## src/rtl/param_control_unit.sv

```systemverilog
// param_control_unit
// Multicycle control unit for the 16-bit CPU. It sequences fetch, decode and
// execute for the instruction held in IR and drives the PC, data memory,
// register file and ALU select lines of the datapath. It supports a
// configurable load latency, branch on the ALU zero flag, a PC-load jump,
// a HALT state that can be resumed, and selectable illegal-opcode handling.
//
// Parameters:
//   LOAD_LAT        data-memory read latency in cycles (1..15)
//   PC_W            program counter width (>= 8)
//   ALU_S_W         ALU select width (>= 3)
//   TRAP_ON_ILLEGAL 0: skip illegal opcodes, 1: enter HALT on them
//
// Ports:
//   i_clock      sole clock, rising edge
//   i_reset      asynchronous active-high reset
//   i_ir         current instruction
//   i_alu_z      ALU zero flag
//   i_resume     leaves HALT
//   o_pc_clr     clear PC
//   o_pc_ld      load PC from o_pc_addr
//   o_pc_addr    jump target, IR[7:0] zero-extended
//   o_pc_ic      increment PC
//   o_ir_ld      load IR from instruction memory
//   o_d_addr     data memory address
//   o_d_wr       data memory write enable
//   o_rf_s       register-file write mux (1 = memory, 0 = ALU)
//   o_rf_w_en    register-file write enable
//   o_rf_a_addr  register-file read port A address
//   o_rf_b_addr  register-file read port B address
//   o_rf_w_addr  register-file write address
//   o_alu_s      ALU function select
//   o_halted     high while in HALT
//   o_illegal    one-cycle pulse in DECODE on an undefined opcode
//   o_state      current state encoding (debug)
module param_control_unit #(
    parameter int unsigned LOAD_LAT        = 1,
    parameter int unsigned PC_W            = 8,
    parameter int unsigned ALU_S_W         = 4,
    parameter bit          TRAP_ON_ILLEGAL = 1'b0
) (
    input  logic               i_clock,
    input  logic               i_reset,
    input  logic [15:0]        i_ir,
    input  logic               i_alu_z,
    input  logic               i_resume,
    output logic               o_pc_clr,
    output logic               o_pc_ld,
    output logic [PC_W-1:0]    o_pc_addr,
    output logic               o_pc_ic,
    output logic               o_ir_ld,
    output logic [7:0]         o_d_addr,
    output logic               o_d_wr,
    output logic               o_rf_s,
    output logic               o_rf_w_en,
    output logic [3:0]         o_rf_a_addr,
    output logic [3:0]         o_rf_b_addr,
    output logic [3:0]         o_rf_w_addr,
    output logic [ALU_S_W-1:0] o_alu_s,
    output logic               o_halted,
    output logic               o_illegal,
    output logic [3:0]         o_state
);

    typedef enum logic [3:0] {
        S_INIT    = 4'd0,
        S_FETCH   = 4'd1,
        S_DECODE  = 4'd2,
        S_LOAD    = 4'd3,
        S_LOAD_WB = 4'd4,
        S_STORE   = 4'd5,
        S_ALU     = 4'd6,
        S_JMP     = 4'd7,
        S_BRZ     = 4'd8,
        S_HALT    = 4'd9
    } state_t;

    typedef enum logic [3:0] {
        OP_NOOP  = 4'h0,
        OP_LOAD  = 4'h1,
        OP_STORE = 4'h2,
        OP_ADD   = 4'h3,
        OP_SUB   = 4'h4,
        OP_AND   = 4'h5,
        OP_OR    = 4'h6,
        OP_JMP   = 4'h7,
        OP_BRZ   = 4'h8,
        OP_HALT  = 4'hF
    } opcode_t;

    typedef enum logic [2:0] {
        ALU_PASS_A = 3'd0,
        ALU_ADD    = 3'd1,
        ALU_SUB    = 3'd2,
        ALU_AND    = 3'd3,
        ALU_OR     = 3'd4
    } alu_op_t;

    localparam logic [3:0] LAT_M1 = 4'(LOAD_LAT - 1);

    state_t               r_state;
    state_t               w_next;
    logic [3:0]           r_cnt;
    logic [3:0]           w_cnt_next;
    logic [3:0]           w_op;

    logic                 w_pc_clr;
    logic                 w_pc_ld;
    logic                 w_pc_ic;
    logic                 w_ir_ld;
    logic [7:0]           w_d_addr;
    logic                 w_d_wr;
    logic                 w_rf_s;
    logic                 w_rf_w_en;
    logic [3:0]           w_rf_a_addr;
    logic [3:0]           w_rf_b_addr;
    logic [3:0]           w_rf_w_addr;
    logic [ALU_S_W-1:0]   w_alu_s;
    logic                 w_halted;
    logic                 w_illegal;

    assign w_op = i_ir[15:12];

    always_ff @(posedge i_clock or posedge i_reset) begin
        if (i_reset) begin
            r_state <= S_INIT;
            r_cnt   <= '0;
        end else begin
            r_state <= w_next;
            r_cnt   <= w_cnt_next;
        end
    end

    always_comb begin
        w_next      = r_state;
        w_cnt_next  = r_cnt;
        w_pc_clr    = 1'b0;
        w_pc_ld     = 1'b0;
        w_pc_ic     = 1'b0;
        w_ir_ld     = 1'b0;
        w_d_addr    = '0;
        w_d_wr      = 1'b0;
        w_rf_s      = 1'b0;
        w_rf_w_en   = 1'b0;
        w_rf_a_addr = '0;
        w_rf_b_addr = '0;
        w_rf_w_addr = '0;
        w_alu_s     = '0;
        w_halted    = 1'b0;
        w_illegal   = 1'b0;

        case (r_state)
            S_INIT: begin
                w_pc_clr = 1'b1;
                w_next   = S_FETCH;
            end
            S_FETCH: begin
                w_ir_ld = 1'b1;
                w_next  = S_DECODE;
            end
            S_DECODE: begin
                w_pc_ic = 1'b1;
                case (w_op)
                    OP_NOOP:  w_next = S_FETCH;
                    OP_LOAD: begin
                        w_next     = S_LOAD;
                        w_cnt_next = LAT_M1;
                    end
                    OP_STORE: w_next = S_STORE;
                    OP_ADD, OP_SUB, OP_AND, OP_OR: w_next = S_ALU;
                    OP_JMP:   w_next = S_JMP;
                    OP_BRZ:   w_next = S_BRZ;
                    OP_HALT:  w_next = S_HALT;
                    default: begin
                        w_illegal = 1'b1;
                        w_next    = TRAP_ON_ILLEGAL ? S_HALT : S_FETCH;
                    end
                endcase
            end
            S_LOAD, S_LOAD_WB: begin
                w_d_addr    = i_ir[11:4];
                w_rf_s      = 1'b1;
                w_rf_w_addr = i_ir[3:0];
                if (r_state == S_LOAD_WB) begin
                    w_rf_w_en = 1'b1;
                    w_next    = S_FETCH;
                end else if (r_cnt == 4'd0) begin
                    w_next = S_LOAD_WB;
                end else begin
                    w_cnt_next = r_cnt - 4'd1;
                end
            end
            S_STORE: begin
                w_d_addr    = i_ir[7:0];
                w_rf_a_addr = i_ir[11:8];
                w_d_wr      = 1'b1;
                w_next      = S_FETCH;
            end
            S_ALU: begin
                w_rf_a_addr = i_ir[11:8];
                w_rf_b_addr = i_ir[7:4];
                w_rf_w_addr = i_ir[3:0];
                w_rf_w_en   = 1'b1;
                case (w_op)
                    OP_ADD:  w_alu_s = ALU_S_W'(ALU_ADD);
                    OP_SUB:  w_alu_s = ALU_S_W'(ALU_SUB);
                    OP_AND:  w_alu_s = ALU_S_W'(ALU_AND);
                    OP_OR:   w_alu_s = ALU_S_W'(ALU_OR);
                    default: w_alu_s = ALU_S_W'(ALU_PASS_A);
                endcase
                w_next = S_FETCH;
            end
            S_JMP: begin
                w_pc_ld = 1'b1;
                w_next  = S_FETCH;
            end
            S_BRZ: begin
                // Not-taken branches rely on the increment already done in DECODE.
                w_rf_a_addr = i_ir[11:8];
                w_alu_s     = ALU_S_W'(ALU_PASS_A);
                w_pc_ld     = i_alu_z;
                w_next      = S_FETCH;
            end
            S_HALT: begin
                w_halted = 1'b1;
                if (i_resume) begin
                    w_next = S_FETCH;
                end
            end
            default: w_next = S_INIT;
        endcase
    end

    // Reset forces every output low combinationally so nothing leaks out while
    // reset is held, including the INIT-state PC clear.
    assign o_pc_clr    = i_reset ? 1'b0 : w_pc_clr;
    assign o_pc_ld     = i_reset ? 1'b0 : w_pc_ld;
    assign o_pc_addr   = i_reset ? '0   : PC_W'(i_ir[7:0]);
    assign o_pc_ic     = i_reset ? 1'b0 : w_pc_ic;
    assign o_ir_ld     = i_reset ? 1'b0 : w_ir_ld;
    assign o_d_addr    = i_reset ? '0   : w_d_addr;
    assign o_d_wr      = i_reset ? 1'b0 : w_d_wr;
    assign o_rf_s      = i_reset ? 1'b0 : w_rf_s;
    assign o_rf_w_en   = i_reset ? 1'b0 : w_rf_w_en;
    assign o_rf_a_addr = i_reset ? '0   : w_rf_a_addr;
    assign o_rf_b_addr = i_reset ? '0   : w_rf_b_addr;
    assign o_rf_w_addr = i_reset ? '0   : w_rf_w_addr;
    assign o_alu_s     = i_reset ? '0   : w_alu_s;
    assign o_halted    = i_reset ? 1'b0 : w_halted;
    assign o_illegal   = i_reset ? 1'b0 : w_illegal;
    assign o_state     = i_reset ? 4'd0 : r_state;

endmodule

```

## config.mk

```make
export PLATFORM = sky130hd
export DESIGN_NAME = param_control_unit
export DESIGN_NICKNAME = d
export VERILOG_FILES = /design/src/rtl/param_control_unit.sv
export SDC_FILE = /design/constraint.sdc
export NUM_CORES = 1
export LEC_CHECK = 0
export BUFFER_PORTS_ARGS = -buffer_cell sky130_fd_sc_hd__buf_4
export CAP_MARGIN = 20
export CORE_AREA = 2 2 50 52
export CTS_BUF_LIST = sky130_fd_sc_hd__clkbuf_16
export CTS_CLUSTER_DIAMETER = 40
export DETAILED_ROUTE_END_ITERATION = 10
export DIE_AREA = 0 0 52 54
export PLACE_DENSITY = 0.84
export SLEW_MARGIN = 10
export SYNTH_ARGS = -nofsm -noshare
export SYNTH_HDL_FRONTEND = slang
export SYNTH_SLANG_ARGS = --single-unit
```

## constraint.sdc

```tcl
create_clock -name i_clock -period 3.9 [get_ports i_clock]
set_clock_uncertainty 0.2 [all_clocks]
set_input_delay 0.39 -clock i_clock [delete_from_list [all_inputs] [get_ports i_clock]]
set_output_delay 0.39 -clock i_clock [all_outputs]
set_load 0.01 [all_outputs]
```

After elaboration in Yosys (flattened, before gate mapping) --
Index checks and enable logic that the tools add are counted.
Operators by class: add/subtract/negate cells 1, equality and inequality tests 23, multiplexer cells 42, reduce and logical (&&, ||, !) cells 12
Operator list (count):
- $mux 4 | 14
- $eq 4x3->1 const B | 8
- $pmux 4 s6 | 1
- $pmux 4 s5 | 1
- $mux 1 | 18
- $eq 4x2->1 const B | 4
- $eq 4x4->1 const B | 4
- $mux 8 | 2
- $pmux 8 s2 | 1
- $logic_not 4->1 | 3
- $pmux 3 s4 | 1
- $reduce_or 10->1 | 1
- $eq 4x1->1 const B | 2
- $ne 2x2->1 const B | 4
- $pmux 4 s2 | 1
- $reduce_or 3->1 | 2
- $reduce_or 5->1 | 1
- $pmux 1 s2 | 2
- $reduce_and 4->1 | 1
- $reduce_or 4->1 | 1
- $sub 4x1->4 const B | 1
- $mux 3 | 1
- $ne 3x3->1 const B | 1
- $reduce_and 2->1 | 1
- other kinds (2) | 2
Word-level totals: register bits 8, bits of input ports 20, output and inout port bits 45, logic and storage cells 80

Longest topological paths before layout --
Gate-level depths: netlist of run 1.
depth in word-level cells 5, gate-level depth with buffers 6, depth with buffers taken out 6

Worst setup path after synthesis of run 1 --
No wires, ideal clock.
path kind reg-to-output, start point register r_state[3], end point output o_illegal, data arrival time 1472 ps, data required time 3310 ps, setup slack 1838 ps, stages on the path, launching flop included 6, path through dfrtp_1 buf_6 or4b_4 nor2_1 nand2_1 nor2_1
Between the ends: cells in the longest elaborated chain, start to end 3
Ends and longest elaborated chain:
- from (decl) | RTL line 101 | state_t r_state;
- from (signal assigned) | RTL line 129 | r_state <= w_next;
- $eq 4x2->1 | RTL line 152 | case (r_state)
- $mux 1 | RTL line 152
- $mux 1 | RTL line 250 | assign o_illegal = i_reset ? 1'b0 : w_illegal;
- to (decl) | RTL line 61 | output logic o_illegal,
No other way between the ends.

Worst setup path after layout of run 1 --
start point register r_state[3], end point output o_alu_s[2]
Between the ends: cells in the longest elaborated chain, start to end 3
Ends and longest elaborated chain:
- $eq 4x3->1 | RTL line 152
- $mux 3 | RTL line 152
- $mux 4 | RTL line 248 | assign o_alu_s = i_reset ? '0 : w_alu_s;
- to (decl) | RTL line 59 | output logic [ALU_S_W-1:0] o_alu_s,
No other way between the ends.

==> summary.md, run 1 <==
| Metric | Value |
|---|---|
| Outcome | `finished, final reports clean` |
| Actual slew at the worst max-slew pin | `between 0.6 and 0.7 ns` |
| Die ar. | `around 2800 µm²` |
| Largest stage delay on the critical path | `between 0.5 and 0.6 ns` |
| Warnings, synthesis | `0` |
| Crit share post-route | `67.7%` |
| Die height | `54 µm` |
| Syn Std Cell Area | `941 µm²` |
| Worst skew pair latency | `0.23 ns` |
| Cell variety after synth | `42` |
| FF+latch count, synth | `8` |
| Resized cells post-CTS | `0` |
| Std-Cell Core Area | `2320 µm²` |
| CTS tree | `done` |
| Top-count cell post-synth | `nor2_1` |
| Required time of the critical path | `approximately 3.3 ns` |
| Yosys top cell area share | `21.3%` |
| Number of diodes | `0` |
| GRT Util Overall | `between 20% and 30%` |
| Chip Width | `52 µm` |
| DR vias | `1,199` |
| Antenna Violating Nets Remaining | `0` |
| Main synth FF type | `dfrtp_1` |
| Initial DRC count | `35` |
| Setup crit end kind | `output port` |
| Max Buffers Root-to-Sink | `2` |
| Area Overhead vs Synth | `57.3%` |
| Slowest cell on crit path | `nor3_1` |
| Startpoint types | `flip-flop` |
| Hold Crit Class | `input pin to asynchronous set/reset pin` |
| Setup CP Type | `flip-flop to output port` |
| First-pass GRT wire length | `4.49 mm` |
| Num CTS Buffers | `3` |
| Postcts setup bufs | `0` |
| Sequential share of the synthesized area | `21.3%` |
| Via density | `5.45` |
| Largest net degree at the start of global routing | `20` |
| Min Tclk post-route | `2.64 ns` |
| Fmax achieved | `0.379 GHz` |
| Power Density | `between 500 and 600 nW/µm²` |
| CP arrival | `2.05 ns` |
| CP bufs+invs | `1` |
| RSZ-0062 raised after global routing | `no` |
| Slew margin rel. | `59.2%` |
| Net count, final | `~210` |
| Root buffer selected by CTS | `clkbuf_16` |
| Post-Place Worst Slack | `1.54 ns` |
| Maximum vdd drop | `about 0.00035 V` |
| Delay-heaviest family, CP | `simple AND/OR/NAND/NOR gates` |
| Total negative slack | `0 ns` |
| Async SR Flop Fraction | `100%` |
| Final GP Congestion | `0.796` |
| Final Hold Fails | `0` |
| Final worst setup slack | `1.26 ns` |
| H-tree Lvls | `1` |
| Max Cap Viol | `0` |
| Core Util, Final | `a little under two thirds` |
| Initial Util | `about two fifths` |
| Antenna violations before repair | `0` |
| Drt drc | `0` |
| CP max FO | `10` |
| Mapped Cells | `around 130` |
| Post-synth top area cell | `dfrtp_1` |
| Dominant cells by area after synthesis | `dfrtp_1 (21%), nor2_1 (6.4%), nand2b_1 (6.0%)` |
| Wire per inst | `roughly 14 µm` |
| Total gr overflow | `0` |
| DR pass1 iterations | `4` |
| Final wirelength | `3.00 mm` |
| Top post-synthesis cells by count | `nor2_1 (16), nand2_1 (12), inv_1 (9), nand2b_1 (9)` |
| CTS sink count | `8` |
| Final HPWL from detailed placement | `2.29 mm` |
| Vias in the first global route | `1,055` |
| Multi-input gate area | `661 µm²` |
| CP cell instances | `nand2b_1, nor3_1, nand3b_1, nor3b_1, buf_4` |
| Rows | `18` |
| Avg Cell Area, Syn | `between 7 and 8 µm²` |
| Reg area | `200 µm²` |
| Finish-stage setup viols | `0` |
| Hold buffers post-CTS | `0` |
| Port Buffers | `63` |
| Reg clk slew, reported paths | `0.04 ns` |
| Cell leakage power | `0.767 nW` |
| EDFF count, synth | `0` |
| Syn nets | `~150` |
| Io pins | `65` |
| Layout filler cell count | `181` |
| Final Max Tran Viols | `0` |
| Share of cells above drive strength 1 | `approximately two fifths` |
-- cells in the final DEF, fill, tap and decap left out, drive strengths merged --
| cell | n |
|---|---|
| conb | 1 |
| nor4 | 1 |
| ha | 1 |
| xor2 | 3 |
| nand2b | 9 |
| inv | 9 |
| nand3b | 2 |
| nand2 | 12 |
| o22a | 1 |
| clkbuf | 3 |
| nand3 | 3 |
| o21ai | 5 |
| nor3 | 5 |
| buf | 63 |
| a22o | 4 |
| o22ai | 1 |
| nor2b | 7 |
| and4bb | 2 |
| or3 | 3 |
| nand4b | 2 |
| nor2 | 17 |
| nor3b | 1 |
| o311ai | 1 |
| o31a | 1 |
| and4b | 1 |
| or4b | 1 |
| o32a | 1 |
| a21o | 4 |
| dfrtp | 8 |
| or3b | 2 |
| o2bb2ai | 1 |
| and2 | 8 |
| or2 | 2 |
| a21oi | 4 |
| nand4 | 1 |
-- cell families (layout without fill, tap and decap cells) --
| logic type | Yosys count | after routing | share of synthesized area (%) |
|---|---|---|---|
| DFF | 8 | 8 | 21.3 |
| and+or+nand+nor | 79 | 79 | 48.0 |
| other | 1 | 1 | 0.399 |
| xor gates and xnor gates | 3 | 3 | 2.79 |
| AOI/OAI and AO/OA | 23 | 23 | 17.7 |
| buffers and inverters | 18 | 75 | 8.51 |
| adders and majority gates | 1 | 1 | 1.33 |
-- final cells by class --
type                            count  share of cell area [%]
Sequential cell                     8                    13.5
Multi-Input combinational cell    107                    44.6
Tap cell                           30                    2.54
Inverter                            9                    2.28
Clock buffer                        3                    5.07
Timing Repair Buffer               63                    32.0
-- worst register-to-register path, delay by kind of cell, from the launching register on --
kind / cells / cell delay (ns)
flops: 1 / 0.53
compound gates: 2 / 0.25
simple gates: 2 / 0.89
-- flip-flops by register name, indices dropped and copies added (netlist names) --
name,flops
r_cnt,4
r_state,4
-- power breakdown --
group          internal [W]  switching [W]
registers          0.000120      0.0000611
logic              0.000218       0.000221
clock network      0.000132      0.0000427
total              0.000471       0.000325
-- worst paths after layout --
check,to,slack [ns],depth (start not counted),startpoint
min,r_state[2],0.06,2,i_reset
min reg2reg,r_cnt[1],0.33,1,r_cnt[1]
max reg2reg,r_cnt[0],1.91,4,r_state[1]
max,o_alu_s[2],1.26,5,r_state[3]
min in group i_clock,r_state[3],0.24,3,i_resume
max in group asynchronous,r_cnt[3],3.13,2,i_reset
-- metal layers --
layer / track usage (%) / vias up / part of all wire, %
met4: 9.65 / 0 / 0.63
met2: 40.9 / 72 / 50
met5: 0 / - / 0
li1: - / 566 / -
met3: 4.17 / 2 / 9.6
met1: 22.7 / 559 / 40
-- through the flow --
step	hold WS [ns]	cells	total power [W]	cell area [µm²]
5_1_grt	0.112	220	0.000853	1480
3_5_place_dp	0.311	217	0.000613	1410
6_report	0.0621	220	0.000796	1480
4_1_cts	0.0670	220	0.000793	1480
2_1_floorplan	0.262	133	0.000463	941
3_3_place_gp	0.294	217	0.000596	1410
Power figures use the tool's default switching activity.
==> inputs of run 2 (changes only) <==
- CORE_AREA: 2 2 50 52 -> 2 2 51 53
- DIE_AREA: 0 0 52 54 -> 0 0 53 55
- PLACE_DENSITY: 0.84 -> 0.81
- clock period: 3.9 -> 2.7 ns (I/O delays scaled with it)
==> run 2 against run 1 <==
Against the previous run: largest cell class unchanged; critical endpoint unchanged; sequential power up 43%; clock-buffer cell count unchanged; core utilization down 0.58 points; routed wire length down 4.6%; die area up 3.8%; flip-flop and latch count unchanged; worst hold slack better by 0.046 ns; via count down 6.7%; register-to-register slack worse by 1.2 ns.
==> summary.md, run 2 (same netlist as run 1, synthesis figures left out) <==
| Metric | Value |
|---|---|
| Outcome | `finished, final reports clean (unchanged)` |
| Hold WS | `0.108 ns (was 0.0621 ns)` |
| Commonest non-fill, non-tap cell in the layout | `buf_4 (unchanged)` |
| CP arrival | `1.91 ns (was 2.05 ns)` |
| Critical Path Start | `i_reset (was r_state[3])` |
| Reg-to-reg endpoint | `r_cnt[0] (unchanged)` |
| Rows | `18 (unchanged)` |
| Finish-stage setup viols | `0 (unchanged)` |
| Final Hold Fails | `0 (unchanged)` |
| Worst r2r src | `r_state[1] (unchanged)` |
| Std-Cell Core Area | `2360 µm² (was 2320 µm²)` |
| Worst reg-to-reg path cell count | `4 (unchanged)` |
| CTS sink count | `8 (unchanged)` |
| Hold Crit Class | `input pin to flip-flop (was input pin to asynchronous set/reset pin)` |
| Via density | `5.06 (was 5.45)` |
| Number of diodes | `0 (unchanged)` |
| Final HPWL from detailed placement | `2.28 mm (was 2.29 mm)` |
| Total gr overflow | `0 (unchanged)` |
| DR vias | `1,119 (was 1,199)` |
| Num CTS Buffers | `3 (unchanged)` |
| Startpoint types | `input pin (was flip-flop)` |
| CTS tree | `done (unchanged)` |
| Largest stage delay on the critical path | `0.54 ns (was 0.52 ns)` |
| Die ar. | `2920 µm² (was 2810 µm²)` |
| Antenna Violating Nets Remaining | `0 (unchanged)` |
| Worst skew pair latency | `0.24 ns (was 0.23 ns)` |
| Max Buffers Root-to-Sink | `2 (unchanged)` |
| Chip Width | `53 µm (was 52 µm)` |
| Antenna violations before repair | `0 (unchanged)` |
| Fmax achieved | `0.420 GHz` |
| First-pass GRT wire length | `4.29 mm (was 4.49 mm)` |
| Reg clk slew, reported paths | `0.03 ns (was 0.04 ns)` |
| Setup CP Type | `input pin to output port (was flip-flop to output port)` |
| Port Buffers | `63 (unchanged)` |
| Initial Util | `39.8% (was 40.6%)` |
| Die height | `55 µm (was 54 µm)` |
| Final wirelength | `2.87 mm (was 3.00 mm)` |
| Final Max Tran Viols | `0 (unchanged)` |
| H-tree Lvls | `1 (unchanged)` |
| Postcts setup bufs | `0 (unchanged)` |
| CP cell instances | `dlygate4sd3_1, buf_4, nor3_2, nand3b_1, nor3b_1, buf_4 (was nand2b_1, nor3_1, nand3b_1, nor3b_1, buf_4)` |
| Cells on Worst Hold Path | `3` |
| Min Tclk post-route | `2.38 ns` |
| Largest net degree at the start of global routing | `20 (unchanged)` |
| Reg2reg setup slack | `0.73 ns (was 1.91 ns)` |
| Power Density | `764 nW/µm² (was 538 nW/µm²)` |
| Io pins | `65 (unchanged)` |
| Share of cells above drive strength 1 | `38.7% (was 38.4%)` |
| Required time of the critical path | `2.23 ns (was 3.31 ns)` |
| CP max FO | `19 (was 10)` |
| Worst setup path end | `o_alu_s[2] (unchanged)` |
| Crit path top cell by count | `buf_4` |
| DR pass1 iterations | `4 (unchanged)` |
| Final GP Congestion | `0.912 (was 0.796)` |
| Drt drc | `0 (unchanged)` |
| Vias in the first global route | `1,002 (was 1,055)` |
| Maximum vdd drop | `0.000560 V (was 0.000348 V)` |
| Net count, final | `214 (was 213)` |
| Cell leakage power | `0.772 nW (was 0.767 nW)` |
| Crit share post-route | `88.3%` |
| Area Overhead vs Synth | `58.9% (was 57.3%)` |
| Wire per inst | `13.0 µm (was 13.7 µm)` |
| Slowest cell on crit path | `dlygate4sd3_1 (was nor3_1)` |
| Root buffer selected by CTS | `clkbuf_16 (unchanged)` |
| RSZ-0062 raised after global routing | `no (unchanged)` |
| Setup crit end kind | `output port (unchanged)` |
| Max Cap Viol | `0 (unchanged)` |
| GRT Util Overall | `20.2% (was 21.5%)` |
| Top Registers | `r_cnt x4, r_state x4 (unchanged)` |
| Total negative slack | `0 ns (unchanged)` |
| Most frequent cells in the layout | `buf_4 (63), nor2_1 (16), nand2_1 (12) (unchanged)` |
| Initial DRC count | `11 (was 35)` |
[run 2: how the worst min path moves through the flow]
stage / to / startpoint / slack (ns)
after global routing: r_state[3] / i_resume / 0.14
after detailed placement: r_state[2] / i_reset / 0.17
final: r_state[3] / i_resume / 0.11
after floorplan: r_cnt[0] / i_reset / 0.14
after global placement: r_state[2] / i_reset / 0.17
after CTS: r_state[3] / i_resume / 0.11
[run 2: metal layers]
layer	vias up	global-route usage, %	share of wire [%]
met4	0	5.56	0.70
met2	57	39.0	48
met3	3	5.38	10
met1	490	21.7	41
met5	-	0	0
li1	569	-	-
[run 2: report_power, final]
group,leakage [nW],internal [W],switching [W]
clock network,0.0370,0.000191,0.0000598
registers,0.0995,0.000174,0.0000850
logic,0.635,0.000317,0.000316
total,0.772,0.000682,0.000461
[run 2: cell type report]
type                       count  area (µm²)
fill                         212         870
clock buffer                   3        75.1
tap                           30        37.5
sequential                     8         200
timing repair buffer          64         483
inverter                       9        33.8
multi-input combinational    107         666
[run 2: what timing repair did]
item                                    CTS  global route
gates resized for setup                   0             1
endpoints found under the setup margin    0             1
hold buffers                              1             0
endpoints found under the hold margin     8             0
[run 2: worst max-delay path: cells and delay by family]
| kind | cells | cell delay, ns |
|---|---|---|
| buffers and inverters | 3 | 0.90 |
| and+or+nand+nor | 3 | 0.74 |
[run 2: metrics by stage]
stage	util, %	total power, W	std cells	area (µm²)	setup slack, ns
4_1_cts	63.0	0.00114	221	1490	0.136
6_report	63.2	0.00114	221	1500	0.317
3_3_place_gp	59.4	0.000862	217	1410	0.617
3_5_place_dp	59.4	0.000886	217	1410	0.436
2_1_floorplan	-	0.000668	133	941	0.758
5_1_grt	63.2	0.00123	221	1500	0.134
